**src/rtl/rx_frame_ctrl_if.sv**
```systemverilog
// Signal bundle between the UART receive sequencer, its datapath blocks and the host.
// master = sequencer side, slave = datapath/host/environment side.
interface rx_frame_ctrl_if;
  logic baud_tick;
  logic rx_in;
  logic parity_bit_error;
  logic shift;
  logic parity_load;
  logic check_stop;
  logic rx_busy;
  logic rx_valid;
  logic rx_ack;
  logic parity_err;
  logic frame_err;
  logic overrun_err;

  modport master (
    input  baud_tick,
    input  rx_in,
    input  parity_bit_error,
    input  rx_ack,
    output shift,
    output parity_load,
    output check_stop,
    output rx_busy,
    output rx_valid,
    output parity_err,
    output frame_err,
    output overrun_err
  );

  modport slave (
    output baud_tick,
    output rx_in,
    output parity_bit_error,
    output rx_ack,
    input  shift,
    input  parity_load,
    input  check_stop,
    input  rx_busy,
    input  rx_valid,
    input  parity_err,
    input  frame_err,
    input  overrun_err
  );
endinterface

```
**src/rtl/rx_frame_ctrl.sv**
```systemverilog
// UART receive sequencer: oversampled frame tracking, bit-centre strobes to the
// datapath, error collection and valid/ack presentation with overrun detection.
module rx_frame_ctrl #(
  parameter int OVERSAMPLE = 16,
  parameter int DATA_BITS  = 8,
  parameter int PARITY_EN  = 1
) (
  input logic          clk,
  input logic          rstn,
  rx_frame_ctrl_if.master bus
);

  localparam int CW = (OVERSAMPLE > 1) ? $clog2(OVERSAMPLE) : 1;
  localparam logic [CW-1:0] C_MID  = CW'(OVERSAMPLE / 2 - 1);
  localparam logic [CW-1:0] C_END  = CW'(OVERSAMPLE - 1);
  localparam logic [3:0]    C_LAST = 4'(DATA_BITS - 1);

  // IDLE: line idle | START: verify start at mid | DATA: shift bits | PARITY: parity bit | STOP: stop bit
  typedef enum logic [2:0] {
    S_IDLE,
    S_START,
    S_DATA,
    S_PARITY,
    S_STOP
  } state_t;

  state_t        r_state;
  state_t        w_state_nxt;
  logic          r_meta;
  logic          r_rx_s;
  logic [CW-1:0] r_cnt;
  logic [CW-1:0] w_cnt_nxt;
  logic [3:0]    r_bit_cnt;
  logic [3:0]    w_bit_nxt;
  logic          r_armed;
  logic          w_armed_nxt;
  logic          w_shift;
  logic          w_parity_load;
  logic          w_check_stop;
  logic          w_at_mid;
  logic          w_at_end;

  logic r_par_cap;
  logic r_par_pend;
  logic r_frame_pend;
  logic r_cmpl_dly;
  logic w_cmpl;
  logic w_par_flag;
  logic w_frame_flag;

  logic r_rx_valid;
  logic r_parity_err;
  logic r_frame_err;
  logic r_overrun;

  assign w_at_mid = bus.baud_tick && (r_cnt == C_MID);
  assign w_at_end = bus.baud_tick && (r_cnt == C_END);

  always_ff @(posedge clk) begin
    if (rstn) begin
      r_meta       <= 1'b1;
      r_rx_s       <= 1'b1;
      r_state      <= S_IDLE;
      r_cnt        <= '0;
      r_bit_cnt    <= '0;
      r_armed      <= 1'b0;
      r_par_cap    <= 1'b0;
      r_par_pend   <= 1'b0;
      r_frame_pend <= 1'b0;
      r_cmpl_dly   <= 1'b0;
    end else begin
      r_meta     <= bus.rx_in;
      r_rx_s     <= r_meta;
      r_state    <= w_state_nxt;
      r_cnt      <= w_cnt_nxt;
      r_bit_cnt  <= w_bit_nxt;
      r_armed    <= w_armed_nxt;
      r_par_cap  <= w_parity_load;
      if (r_par_cap) begin
        r_par_pend <= bus.parity_bit_error;
      end
      if (w_check_stop) begin
        r_frame_pend <= ~r_rx_s;
      end
      r_cmpl_dly <= (PARITY_EN != 0) && w_check_stop;
    end
  end

  always_comb begin
    w_state_nxt   = r_state;
    w_cnt_nxt     = r_cnt;
    w_bit_nxt     = r_bit_cnt;
    w_armed_nxt   = r_armed;
    w_shift       = 1'b0;
    w_parity_load = 1'b0;
    w_check_stop  = 1'b0;

    case (r_state)
      S_IDLE: begin
        w_cnt_nxt = '0;
        if (bus.baud_tick) begin
          if (r_rx_s) begin
            w_armed_nxt = 1'b1;
          end else if (r_armed) begin
            w_state_nxt = S_START;
          end
        end
      end

      S_START: begin
        if (w_at_mid) begin
          w_cnt_nxt   = '0;
          w_bit_nxt   = '0;
          w_state_nxt = r_rx_s ? S_IDLE : S_DATA;
        end else if (bus.baud_tick) begin
          w_cnt_nxt = r_cnt + 1'b1;
        end
      end

      S_DATA: begin
        if (w_at_end) begin
          w_cnt_nxt = '0;
          w_shift   = 1'b1;
          w_bit_nxt = r_bit_cnt + 4'd1;
          if (r_bit_cnt == C_LAST) begin
            w_state_nxt = (PARITY_EN != 0) ? S_PARITY : S_STOP;
          end
        end else if (bus.baud_tick) begin
          w_cnt_nxt = r_cnt + 1'b1;
        end
      end

      S_PARITY: begin
        if (w_at_end) begin
          w_cnt_nxt     = '0;
          w_parity_load = 1'b1;
          w_state_nxt   = S_STOP;
        end else if (bus.baud_tick) begin
          w_cnt_nxt = r_cnt + 1'b1;
        end
      end

      S_STOP: begin
        if (w_at_end) begin
          w_cnt_nxt    = '0;
          w_check_stop = 1'b1;
          w_armed_nxt  = 1'b0;
          w_state_nxt  = S_IDLE;
        end else if (bus.baud_tick) begin
          w_cnt_nxt = r_cnt + 1'b1;
        end
      end

      default: begin
        w_state_nxt = S_IDLE;
        w_cnt_nxt   = '0;
      end
    endcase
  end

  // With parity, completion waits one clk so the captured parity result is included.
  assign w_cmpl       = (PARITY_EN != 0) ? r_cmpl_dly : w_check_stop;
  assign w_par_flag   = (PARITY_EN != 0) ? r_par_pend : 1'b0;
  assign w_frame_flag = (PARITY_EN != 0) ? r_frame_pend : ~r_rx_s;

  always_ff @(posedge clk) begin
    if (rstn) begin
      r_rx_valid   <= 1'b0;
      r_parity_err <= 1'b0;
      r_frame_err  <= 1'b0;
      r_overrun    <= 1'b0;
    end else if (w_cmpl) begin
      if (!r_rx_valid || bus.rx_ack) begin
        r_rx_valid   <= 1'b1;
        r_parity_err <= w_par_flag;
        r_frame_err  <= w_frame_flag;
        r_overrun    <= 1'b0;
      end else begin
        r_overrun <= 1'b1;
      end
    end else if (bus.rx_ack && r_rx_valid) begin
      r_rx_valid   <= 1'b0;
      r_parity_err <= 1'b0;
      r_frame_err  <= 1'b0;
      r_overrun    <= 1'b0;
    end
  end

  assign bus.shift       = w_shift       & ~rstn;
  assign bus.parity_load = w_parity_load & ~rstn;
  assign bus.check_stop  = w_check_stop  & ~rstn;
  assign bus.rx_busy     = (r_state != S_IDLE) & ~rstn;
  assign bus.rx_valid    = r_rx_valid;
  assign bus.parity_err  = r_parity_err;
  assign bus.frame_err   = r_frame_err;
  assign bus.overrun_err = r_overrun;

endmodule

```
**src/flat_wrapper.sv**
```systemverilog
// flat-port wrapper written by rule: the top's interface ports become plain ports
module rx_frame_ctrl_flat 
#(
  parameter int OVERSAMPLE = 16,
  parameter int DATA_BITS  = 8,
  parameter int PARITY_EN  = 1
)
  (clk, rstn, bus_baud_tick, bus_rx_in, bus_parity_bit_error, bus_rx_ack, bus_shift, bus_parity_load, bus_check_stop, bus_rx_busy, bus_rx_valid, bus_parity_err, bus_frame_err, bus_overrun_err);
  rx_frame_ctrl_if bus_i ();
  input logic clk;
  input logic rstn;
  input wire logic [$bits(bus_i.baud_tick)-1:0] bus_baud_tick;
  input wire logic [$bits(bus_i.rx_in)-1:0] bus_rx_in;
  input wire logic [$bits(bus_i.parity_bit_error)-1:0] bus_parity_bit_error;
  input wire logic [$bits(bus_i.rx_ack)-1:0] bus_rx_ack;
  output wire logic [$bits(bus_i.shift)-1:0] bus_shift;
  output wire logic [$bits(bus_i.parity_load)-1:0] bus_parity_load;
  output wire logic [$bits(bus_i.check_stop)-1:0] bus_check_stop;
  output wire logic [$bits(bus_i.rx_busy)-1:0] bus_rx_busy;
  output wire logic [$bits(bus_i.rx_valid)-1:0] bus_rx_valid;
  output wire logic [$bits(bus_i.parity_err)-1:0] bus_parity_err;
  output wire logic [$bits(bus_i.frame_err)-1:0] bus_frame_err;
  output wire logic [$bits(bus_i.overrun_err)-1:0] bus_overrun_err;
  assign bus_i.baud_tick = bus_baud_tick;
  assign bus_i.rx_in = bus_rx_in;
  assign bus_i.parity_bit_error = bus_parity_bit_error;
  assign bus_i.rx_ack = bus_rx_ack;
  assign bus_shift = bus_i.shift;
  assign bus_parity_load = bus_i.parity_load;
  assign bus_check_stop = bus_i.check_stop;
  assign bus_rx_busy = bus_i.rx_busy;
  assign bus_rx_valid = bus_i.rx_valid;
  assign bus_parity_err = bus_i.parity_err;
  assign bus_frame_err = bus_i.frame_err;
  assign bus_overrun_err = bus_i.overrun_err;
  rx_frame_ctrl #(.OVERSAMPLE(OVERSAMPLE), .DATA_BITS(DATA_BITS), .PARITY_EN(PARITY_EN)) u_core (.clk(clk), .rstn(rstn), .bus(bus_i));
endmodule
```
**config.mk**
```make
export PLATFORM = sky130hd
export DESIGN_NAME = rx_frame_ctrl_flat
export DESIGN_NICKNAME = d
export VERILOG_FILES = /design/src/rtl/rx_frame_ctrl_if.sv /design/src/rtl/rx_frame_ctrl.sv /design/src/flat_wrapper.sv
export SDC_FILE = /design/constraint.sdc
export NUM_CORES = 1
export LEC_CHECK = 0
export CORE_MARGIN = 2
export CORE_UTILIZATION = 53
export CTS_CLUSTER_DIAMETER = 150
export CTS_CLUSTER_SIZE = 28
export DETAILED_ROUTE_END_ITERATION = 6
export PLACE_DENSITY = 0.77
export SYNTH_ARGS = -nofsm -noshare
export SYNTH_HDL_FRONTEND = slang
export SYNTH_SLANG_ARGS = --single-unit
```
**constraint.sdc**
```tcl
create_clock -name clk -period 2.3 [get_ports clk]
set_clock_uncertainty 0.15 [all_clocks]
set_input_delay 0.23 -clock clk [delete_from_list [all_inputs] [get_ports clk]]
set_output_delay 0.23 -clock clk [all_outputs]
set_load 0.01 [all_outputs]
```
After elaboration in Yosys (flattened, before gate mapping)
Index checks and enable logic that the tools add are counted.

operators by class
  add/sub/neg operators = 2
  eq/ne operators = 17
  muxes and demuxes = 34
  bitwise gates (word level) = 6
  reductions and logical operators = 15

operators with widths
  kind                                                 count
  two-way mux 3 bit                                    8
  two-way mux 4 bit                                    5
  two-way mux 1 bit                                    16
  one-hot mux 4 bit (2 select lines)                   2
  one-hot mux 3 bit (5 select lines)                   1
  != test 2 x 1 -> 1 bit, second input constant        7
  adder 4 x 1 -> 4 bit, second input constant          2
  equality test 4 x 3 -> 1 bit, second input constant  2
  AND reduction 8 bit                                  1
  equality test 3 x 2 -> 1 bit, second input constant  2
  != test 2 bit, second input constant                 3
  nonzero test 2 bit                                   3
  AND 1 bit                                            4
  equality test 4 bit, second input constant           1
  AND reduction 4 bit                                  1
  equality test 3 x 1 -> 1 bit, second input constant  1
  equality test 3 bit, second input constant           1
  logical AND 1 bit                                    3
  logical NOT 3 bit                                    1
  AND reduction 3 bit                                  1
  nonzero test 3 bit                                   1
  OR reduction 3 bit                                   1
  two-way mux 2 bit                                    1
  inverter 1 bit                                       2
  4 further kinds                                      4

word-level totals
  flip-flop bits (word level) = 22
  input port bits = 6
  logic and storage cells = 88

Depth between registers and ports, before layout
Gate-level depths: netlist of run 1.

  depth in word-level cells = 5
  gate-level depth with buffers = 5
  mapped depth without buffers = 4

Least setup slack after synthesis of run 1
Ideal clock, no wire load.

  path type = register to output
  from = register u_core.r_cnt[0]
  to = output bus_check_stop
  arrival = 1.275 ns
  required time = 1.920 ns
  setup slack = 0.645 ns
  cell stages (with the launch flop) = 6
  buffers on the path = 1
  cells stage by stage = dfxtp_1 ha_1 and4_4 buf_6 and3_1 nor2b_1

between the ends
  word-level cells in the longest chain between the ends = 5

ends and longest elaborated chain
  item                    line                  text
  start, declared         rx_frame_ctrl.sv:31   logic [CW-1:0] r_cnt;
  start signal, assigned  rx_frame_ctrl.sv:75   r_cnt <= w_cnt_nxt;
  equality test 4 bit     rx_frame_ctrl.sv:57   assign w_at_end = bus.baud_tick && (r_cnt == C_END);
  logical AND 1 bit       rx_frame_ctrl.sv:57
  two-way mux 1 bit       rx_frame_ctrl.sv:144  if (w_at_end) begin
  two-way mux 1 bit       rx_frame_ctrl.sv:98   case (r_state)
  AND 1 bit               rx_frame_ctrl.sv:191  assign bus.check_stop = w_check_stop & ~rstn;
  end, declared           flat_wrapper.sv:18    output wire logic [$bits(bus_i.check_stop)-1:0] bus_check_stop;

No other way between the ends.

Worst setup path in the final report of run 1
  from = register u_core.r_cnt[0]
  to = output bus_parity_load

between the ends
  word-level cells in the longest chain between the ends = 5

ends and longest elaborated chain
  item                 line                  text
  equality test 4 bit  rx_frame_ctrl.sv:57
  logical AND 1 bit    rx_frame_ctrl.sv:57
  two-way mux 1 bit    rx_frame_ctrl.sv:134  if (w_at_end) begin
  two-way mux 1 bit    rx_frame_ctrl.sv:98
  AND 1 bit            rx_frame_ctrl.sv:190  assign bus.parity_load = w_parity_load & ~rstn;
  end, declared        flat_wrapper.sv:17    output wire logic [$bits(bus_i.parity_load)-1:0] bus_parity_load;

No other way between the ends.

==> results of run 1 <==
## per-layer routing
metal / share of wire (%) / GRT usage [%]
met5: 0 / 0
met4: 1.8 / 8.33
met3: 3.3 / 3.94
met2: 48 / 36.0
met1: 47 / 24.8
## report_power, final
part | switching, mW | internal [mW]
logic | 0.0178 | 0.0193
clock network | 0.116 | 0.176
registers | 0.00213 | 0.384
## final cells by class
type | instances | area share, %
Multi-Input combinational cell | 86 | 44.6
Inverter | 6 | 1.67
Timing Repair Buffer | 22 | 14.5
Sequential cell | 22 | 32.8
Tap cell | 27 | 2.50
Clock buffer | 3 | 1.67
Clock inverter | 1 | 2.22
## cell usage in the layout (no fill, tap or decap), types with 2 or more instances in the layout
| master | count |
|---|---|
| nand3_1 | 4 |
| mux2i_1 | 6 |
| xor2_1 | 2 |
| or2_2 | 3 |
| nand4b_1 | 2 |
| dfxtp_2 | 2 |
| a21oi_1 | 6 |
| ha_1 | 2 |
| inv_1 | 6 |
| clkdlybuf4s50_1 | 12 |
| a211oi_1 | 8 |
| clkbuf_4 | 3 |
| nand3b_1 | 2 |
| nor2_1 | 13 |
| xnor2_1 | 2 |
| buf_4 | 9 |
| and4_1 | 2 |
| dfxtp_1 | 20 |
| nand4_1 | 4 |
| nor2b_1 | 7 |
| o21ai_0 | 6 |
## registers in the layout, summed over array words and instances (netlist names)
register and flops:
u_core.r_par_cap 1, u_core.r_state 3, u_core.bus.overrun_err 1, u_core.r_rx_s 1, u_core.bus.frame_err 1, u_core.r_cmpl_dly 1, u_core.bus.parity_err 1, u_core.r_meta 1
u_core.r_armed 1, u_core.r_bit_cnt 4, u_core.r_par_pend 1, u_core.r_cnt 4, u_core.bus.rx_valid 1, u_core.r_frame_pend 1
## what timing repair did
| action | in CTS | in global routing |
|---|---|---|
| pin swaps | 0 | 1 |
| setup endpoints to repair | 2 | 1 |
| setup buffers | 0 | 1 |
| resized for setup | 3 | 0 |
| hold endpoints to repair | 0 | 0 |
## metrics by stage
step / hold WS (ns) / instance area (um2)
after floorplan: 0.182 / 1120
after global placement: 0.248 / 1290
after detailed placement: 0.250 / 1290
after CTS: 0.292 / 1340
after global routing: 0.322 / 1350
final: 0.292 / 1350
## critical path: stages (launching register included)
cell	delay [ns]
dfxtp_2	0.37
ha_1	0.16
and4_4	0.27
and4_1	0.19
clkdlybuf4s50_1	0.53
## kinds of logic after synthesis
group	share of synthesized area, %
xor+xnor	3.13
flops	39.4
buf+inv	6.71
mux	5.37
compound gates	18.3
fa+ha+maj	2.24
simple gates	24.8
## path summary, 6_finish.rpt
check | from | to | slack [ns] | depth (start not counted)
worst max-delay path | u_core.r_cnt[0] | bus_parity_load | 0.10 | 4
worst min-delay path | u_core.r_meta | u_core.r_rx_s | 0.29 | 1
worst max register to register | u_core.r_cnt[0] | u_core.r_cnt[1] | 0.51 | 5
worst min register to register | u_core.r_meta | u_core.r_rx_s | 0.29 | 1
==> results.md, run 1 <==
* DP Cell Count at 162
* Post-Syn Area at 1120 um2
* Iteration-0 DRC count of the detailed router at 22
* Area Growth Syn to Fin at 20.8%
* Fmax at 0.455 GHz
* Peak supply drop at 0.545 mV
* Synth Flop Type: dfxtp_1
* # DRC at 0
* Outcome: finished, final reports clean
* Syn Area/Cell at 9.09 um2
* Clk_lat worst skew at 0.31 ns
* NumNets Final at 149
* Seq. cell area at 443 um2
* Die ar. at 2490 um2
* Clock root buffer: clkbuf_4
* Crit path capture type: output pin
* Final-layout fill cell count at 165
* Syn nets at 131
* Post-synth EDFFs at 0
* Initial antenna violation count at 0
* Buffers on Ports at 13
* Core Area at 1980 um2
* Commonest cells post-synth: 22 x dfxtp_1, 13 x nor2_1, 8 x a211oi_1
* Total design power at 0.715 mW
* Largest net degree at the start of global routing at 21
* Synthesized flop and latch total at 22
* Max-cap violations at 0
* Congestion Overflow GR at 0
* Final core utilization at 68.2%
* Antenna viol nets, final at 0
* Multi-input gate area at 603 um2
* Post-route setup slack at 0.102 ns
* Setup TNS at 0 ns
* CTS max path bufs at 2
* Pwr Density at 529 nW/um2
* Lkg Pwr at 0.487 nW
* Tcrit/Tclk final at 95.5%
* Vias/cell at 5.70
* WL final at 2250 um
* CTS clk-pin slew, worst paths at 0.12 ns
* Routability cong. at 0.824
* GR Util All Layers at 20.7%
* Vias at 952
* Worst Setup Path Type: reg -> out
* Post-DP HPWL at 1660 um
* Fin. max-slew vios at 0
* Non-Filler Instances at 167
* Critical Path AT at 1.82 ns
* Area leader, netlist: dfxtp_1
* Worst slew pin tran at 0.532 ns
* DP Worst Slack at 0.0849 ns
* Worst hold path class: reg -> reg
* Synth unique cells at 38
* Synth Warn # at 0
* RSZ-0062 raised after global routing: false
* Initial DRT Pass Iterations at 4
* Top cell type's share of synthesized area at 39.4%
* Clock Sink Count at 22
* Count leader, synth: dfxtp_1
* Synth area leaders: dfxtp_1 39%, mux2i_1 5.4%, a211oi_1 5.4%
* Die width at 49.9 um
* I/O pin cnt at 14
* Ys async rst share at 0%
* Global-route wire length before repair at 3950 um
* Starting density of the core at 56.4%
* Layout cells sized above 1 at 17.1%
* Mapped Cells at 123
* Final Setup Violations at 0
* H-Tree Depth at 1
* Cts-stage hold buffer count at 0
* Die Height at 49.9 um
* CTS tree: yes
* DR WL/cell at 13.5 um
* Cell Rows at 16
* Startpoint types: flip-flop
* TritonCTS buffer count at 3
* Vias in the first global route at 889
* Sequential fraction of the synthesis area at 39.4%
* Normalized max-slew margin at 64.2%
* Critical path peak fanout at 9
* Antenna cells at 0
* Fin crit period at 2.20 ns
* Worst path required time at 1.92 ns
* Final Hold Vio Count at 0
(Power assumes the default switching activity.)
==> inputs of run 2 (changes only) <==
- CORE_MARGIN: 2 -> unset
==> run 2 against run 1 <==
Net effect:
- non-clock buffer count decreased by 1
- clock power about the same
- sequential power about the same
- hold slack got worse by 0.013 ns
- first-iteration DRC count decreased by 55%
- count of clock-buffer cells in the layout unchanged
- power about the same
==> results.md, run 2 (same netlist as run 1, synthesis figures left out) <==
* Post-route setup slack at 0.0826 ns (-0.0199 ns)
* Final Hold Vio Count at 0 (unchanged)
* Critical path peak fanout at 9 (unchanged)
* Antenna cells at 0 (unchanged)
* Die ar. at 2300 um2 (-7.8%)
* Hold-critical path depth at 1 (unchanged)
* Most frequent cells in the layout: 20 x dfxtp_1, 13 x nor2_1, 11 x clkdlybuf4s50_1, 8 x a211oi_1, 8 x buf_4
* Vias/cell at 5.67 (-0.56%)
* Post-DP HPWL at 1650 um (-0.68%)
* Worst path required time at 1.92 ns (about the same)
* # Post-CTS Setup Buffers at 0 (unchanged)
* Worst Setup Path Type: reg -> out
* Largest registers ranked by flip-flop count: u_core.r_bit_cnt: 4 flops, u_core.r_cnt: 4 flops, u_core.r_state: 3 flops
* Post_cts resized at 3 (unchanged)
* Sw power at 0.136 mW (+0.23%)
* Cell Rows at 16 (unchanged)
* TritonCTS buffer count at 3 (unchanged)
* Antenna viol nets, final at 0 (unchanged)
* Crit path capture type: output pin
* Layout cells sized above 1 at 16.5% (-0.60 points)
* WL final at 2240 um (-0.53%)
* CTS max path bufs at 2 (unchanged)
* Routability cong. at 0.821 (-0.38%)
* Clock Power Share at 40.8% (about the same)
* Internal at 0.580 mW (about the same)
* Iteration-0 DRC count of the detailed router at 10 (-55%)
* Outcome: finished, final reports clean
* Max-cap violations at 0 (unchanged)
* DR WL/cell at 13.5 um (about the same)
* Initial antenna violation count at 0 (unchanged)
* Die width at 47.9 um (-4.0%)
* Total design power at 0.715 mW (about the same)
* RSZ-0062 raised after global routing: false
* Sequential share of power at 54.0% (about the same)
* Clk_lat worst skew at 0.30 ns (about the same)
* Core Area at 1980 um2 (unchanged)
* Startpoint types: flip-flop
* Worst hold path class: reg -> reg
* Lkg Pwr at 0.501 nW (+3.0%)
* Final Setup Violations at 0 (unchanged)
* NumNets Final at 148 (-0.67%)
* H-Tree Depth at 1 (unchanged)
* Fin. max-slew vios at 0 (unchanged)
* Die Height at 47.9 um (-4.0%)
* Starting density of the core at 56.4% (unchanged)
* Clock root buffer: clkbuf_4
* Initial DRT Pass Iterations at 4 (unchanged)
* Worst slew pin tran at 0.525 ns (-0.00745 ns)
* Fin crit period at 2.22 ns (+0.0199 ns)
* Cts-stage hold buffer count at 0 (unchanged)
* Layout Cell Area excl Fill at 1350 um2 (-0.37%)
* Tcrit/Tclk final at 96.4% (+0.86 points)
* Placed inst area at 1290 um2 (unchanged)
* Clock Sink Count at 22 (unchanged)
* Final-layout fill cell count at 168 (+1.8%)
* Comb power frac at 5.2% (about the same)
* Vias in the first global route at 771 (-13%)
* # DRC at 0 (unchanged)
* CTS clk-pin slew, worst paths at 0.12 ns (about the same)
* Peak supply drop at 0.435 mV (-20%)
* Area Growth Syn to Fin at 20.4%
* Global-route wire length before repair at 3350 um (-15%)
* GR Util All Layers at 20.8% (+0.11 points)
* Buffers on Ports at 13 (unchanged)
* Congestion Overflow GR at 0 (unchanged)
* Pwr Density at 531 nW/um2 (+0.38%)
* Critical Path AT at 1.84 ns (+0.02 ns)
* Switch share at 19.0% (+0.043 points)
* Largest net degree at the start of global routing at 21 (unchanged)
* Most common cell after layout, fill and taps aside: dfxtp_1
* CTS tree: yes
* Normalized max-slew margin at 64.7% (+0.50 points)
* I/O pin cnt at 14 (unchanged)
* Final core utilization at 67.9% (-0.25 points)
* DP Worst Slack at 0.0936 ns (+0.00874 ns)
* Fmax at 0.451 GHz (-0.90%)
* Setup TNS at 0 ns (unchanged)
* Vias at 941 (-1.2%)
* Reg2Reg Depth at 5 (unchanged)
-- run 2: cell count changes in the layout (fill, tap and decap cells not counted), sizes merged --
cell,change
dlymetal6s2s,+1
clkdlybuf4s50,-1
buf,-1
-- run 2: path summary, 6_finish.rpt --
path / to / slack, ns / start
min: u_core.r_rx_s / 0.28 / u_core.r_meta
max reg2reg: u_core.r_cnt[1] / 0.51 / u_core.r_cnt[0]
max: bus_parity_load / 0.08 / u_core.r_cnt[0]
min reg2reg: u_core.r_rx_s / 0.28 / u_core.r_meta
-- run 2: stage by stage --
stage                     std cells  hold WS [ns]
after CTS                       166         0.282
after floorplan                 123         0.182
final                           166         0.278
after detailed placement        162         0.248
after global placement          162         0.248
after global routing            166         0.310
-- run 2: power groups by stage --
stage	clock [mW]	combinational, mW	sequential [mW]
6_report	0.292	0.0371	0.386
5_1_grt	0.313	0.0409	0.387
4_1_cts	0.298	0.0372	0.386
3_5_place_dp	0	0.0371	0.395
3_3_place_gp	0	0.0359	0.395
2_1_floorplan	0	0.0213	0.394
-- run 2: final cells by class --
class	count	area [um2]	share of cell area (%)
timing repair buffer	21	191	14.2
clock inverter	1	30.0	2.23
multi-input combinational	86	603	44.8
tap	27	33.8	2.51
sequential	22	443	32.9
clock buffer	3	22.5	1.67
inverter	6	22.5	1.67
-- run 2: critical path, cell delays in order, from the launching register on --
cell             delay (ns)
dfxtp_2                0.37
ha_1                   0.16
and4_4                 0.28
and4_1                 0.19
clkdlybuf4s50_1        0.53
-- run 2: metal layers --
layer  wire (um)  GRT usage [%]  up-vias
met1        1080           27.8      439
met3          88           3.77        2
met2        1060           33.8       20
li1            -              -      480
met5           0              0        -
met4           8           6.67        0
==> inputs of run 3 (changes only) <==
- CORE_ASPECT_RATIO: unset -> 0.7
- PLACE_DENSITY: 0.77 -> unset
- PLACE_DENSITY_LB_ADDON: unset -> 0.25
- clock period: 2.3 -> 2.5 ns (I/O delays scaled with it)
==> run 3 against run 2 <==
Net effect:
- routed wire length increased by 6.3%
- setup slack improved by 0.029 ns
- register-to-register slack improved by 0.26 ns
- non-clock buffer count decreased by 4
- first-iteration DRC count increased to 4.0 times the previous value
- global-route usage increased by 2.1 points
- critical path depth increased by 1
- clock power decreased by 45%
- largest cell class unchanged
==> results.md, run 3 (same netlist as run 1, synthesis figures left out) <==
* Outcome: finished, final reports clean
* Largest registers ranked by flip-flop count: u_core.r_bit_cnt: 4 flops, u_core.r_cnt: 4 flops, u_core.r_state: 3 flops
* Crit path capture type: output pin
* Antenna viol nets, final at 0 (unchanged)
* Global-route wire length before repair at 3830 um (+14%)
* Fin. max-slew vios at 0 (unchanged)
* Pwr Density at 427 nW/um2 (-20%)
* Most common cell after layout, fill and taps aside: dfxtp_1
* Critical path peak fanout at 9 (unchanged)
* Buffers on Ports at 13 (unchanged)
* Iteration-0 DRC count of the detailed router at 40 (+30)
* Worst Setup Path Type: reg -> out
* Starting density of the core at 58.3% (+1.8 points)
* Layout Cell Area excl Fill at 1290 um2 (-4.3%)
* Final Setup Violations at 0 (unchanged)
* Area Growth Syn to Fin at 15.2%
* Die ar. at 2300 um2 (+0.13%)
* Antenna cells at 0 (unchanged)
* Congestion Overflow GR at 0 (unchanged)
* Vias at 915 (-2.8%)
* Setup TNS at 0 ns (unchanged)
* Worst hold path class: reg -> reg
* Die Height at 40.4 um (-16%)
* Initial DRT Pass Iterations at 4 (unchanged)
* # Post-CTS Setup Buffers at 0 (unchanged)
* Metal3 WL at 102 um (+16%)
* Normalized max-slew margin at 68.3% (+3.6 points)
* Fin crit period at 2.39 ns
* Placed inst area at 1250 um2 (-2.8%)
* CTS max path bufs at 2 (unchanged)
* DR WL/cell at 15.2 um (+13%)
* DP Worst Slack at 0.189 ns (+0.0953 ns)
* Vias/cell at 5.87 (+3.5%)
* Vias in the first global route at 867 (+12%)
* M1 WL at 1130 um (+4.9%)
* Startpoint types: flip-flop
* Routability cong. at 0.815 (-0.66%)
* CTS clk-pin slew, worst paths at 0.12 ns (about the same)
* TritonCTS buffer count at 3 (unchanged)
* Initial antenna violation count at 0 (unchanged)
* Cell Rows at 13 (-3)
* Worst slew pin tran at 0.471 ns (-0.0536 ns)
* Lkg Pwr at 0.443 nW (-12%)
* Non-Filler Instances at 156 (-6.0%)
* Final Hold Vio Count at 0 (unchanged)
* Fmax at 0.419 GHz
* # DRC at 0 (unchanged)
* RSZ-0062 raised after global routing: false
* Post-route setup slack at 0.111 ns (+0.0288 ns)
* Layout cells sized above 1 at 13.4% (-3.1 points)
* Die width at 56.9 um (+19%)
* WL final at 2380 um (+6.3%)
* H-Tree Depth at 1 (unchanged)
* Most frequent cells in the layout: 21 x dfxtp_1, 13 x nor2_1, 12 x clkdlybuf4s50_1, 8 x a211oi_1, 7 x nor2b_1
* I/O pin cnt at 14 (unchanged)
* Max Used Layer: met4
* Critical Path AT at 1.99 ns (+0.15 ns)
* Worst path required time at 2.10 ns (+0.18 ns)
* Clock root buffer: clkbuf_4
* Clock Sink Count at 22 (unchanged)
* Met2 Routed Length at 1140 um (+6.8%)
* Cts-stage hold buffer count at 0 (unchanged)
* DP Cell Count at 153 (-5.6%)
* Tcrit/Tclk final at 95.5%
* Final-layout fill cell count at 172 (+2.4%)
* Largest net degree at the start of global routing at 21 (unchanged)
* Peak supply drop at 0.299 mV (-31%)
* Post-DP HPWL at 1770 um (+7.5%)
* Core Area at 1920 um2 (-3.2%)
* CTS tree: yes
* NumNets Final at 144 (-2.7%)
* Clk_lat worst skew at 0.31 ns (about the same)
* GR Util All Layers at 22.9% (+2.1 points)
* Max-cap violations at 0 (unchanged)
[run 3: power by group]
group          internal (mW)  total, mW  switching [mW]
combinational         0.0175     0.0334          0.0160
sequential             0.354      0.356         0.00259
clock                 0.0563      0.161           0.105
total                  0.427      0.551           0.123
[run 3: layout make-up]
cell class	count	area (um2)	area share, %
well taps	22	27.5	2.14
flip-flops and latches	22	442	34.3
inverters	6	22.5	1.75
clock buffers	3	22.5	1.75
multi-input cells	86	616	47.8
repair buffers	17	159	12.3
[run 3: path summary, 6_finish.rpt]
kind                                         from  slack, ns                  end  depth (start not counted)
worst min register to register      u_core.r_meta       0.30        u_core.r_rx_s                          1
worst max register to register  u_core.r_state[0]       0.77  u_core.r_bit_cnt[2]                          3
worst max-delay path              u_core.r_cnt[1]       0.11            bus_shift                          5
worst min-delay path                u_core.r_meta       0.30        u_core.r_rx_s                          1
[run 3: timing repair]
item | in CTS | in global routing
hold endpoints to repair | 0 | 0
setup endpoints to repair | 1 | 2
gates resized for setup | 2 | 2
[run 3: metal layers]
| metal | up-vias | global-route usage (%) |
|---|---|---|
| met1 | 429 | 25.7 |
| met3 | 2 | 7.42 |
| met2 | 15 | 43.8 |
| met5 | - | 0 |
| met4 | 0 | 6.10 |
| li1 | 469 | - |
[run 3: critical path, stage by stage, from the launching register on]
cell	delay [ns]
dfxtp_1	0.41
ha_4	0.18
and4_4	0.28
nand4b_1	0.18
inv_1	0.09
clkdlybuf4s50_1	0.53
[run 3: metrics by stage]
stage	total power, mW	hold WS (ns)	utilization, %
after CTS	0.553	0.302	66.6
after floorplan	0.382	0.202	-
after global placement	0.396	0.244	65.3
after global routing	0.573	0.302	67.1
final	0.551	0.303	67.1
after detailed placement	0.397	0.273	65.3
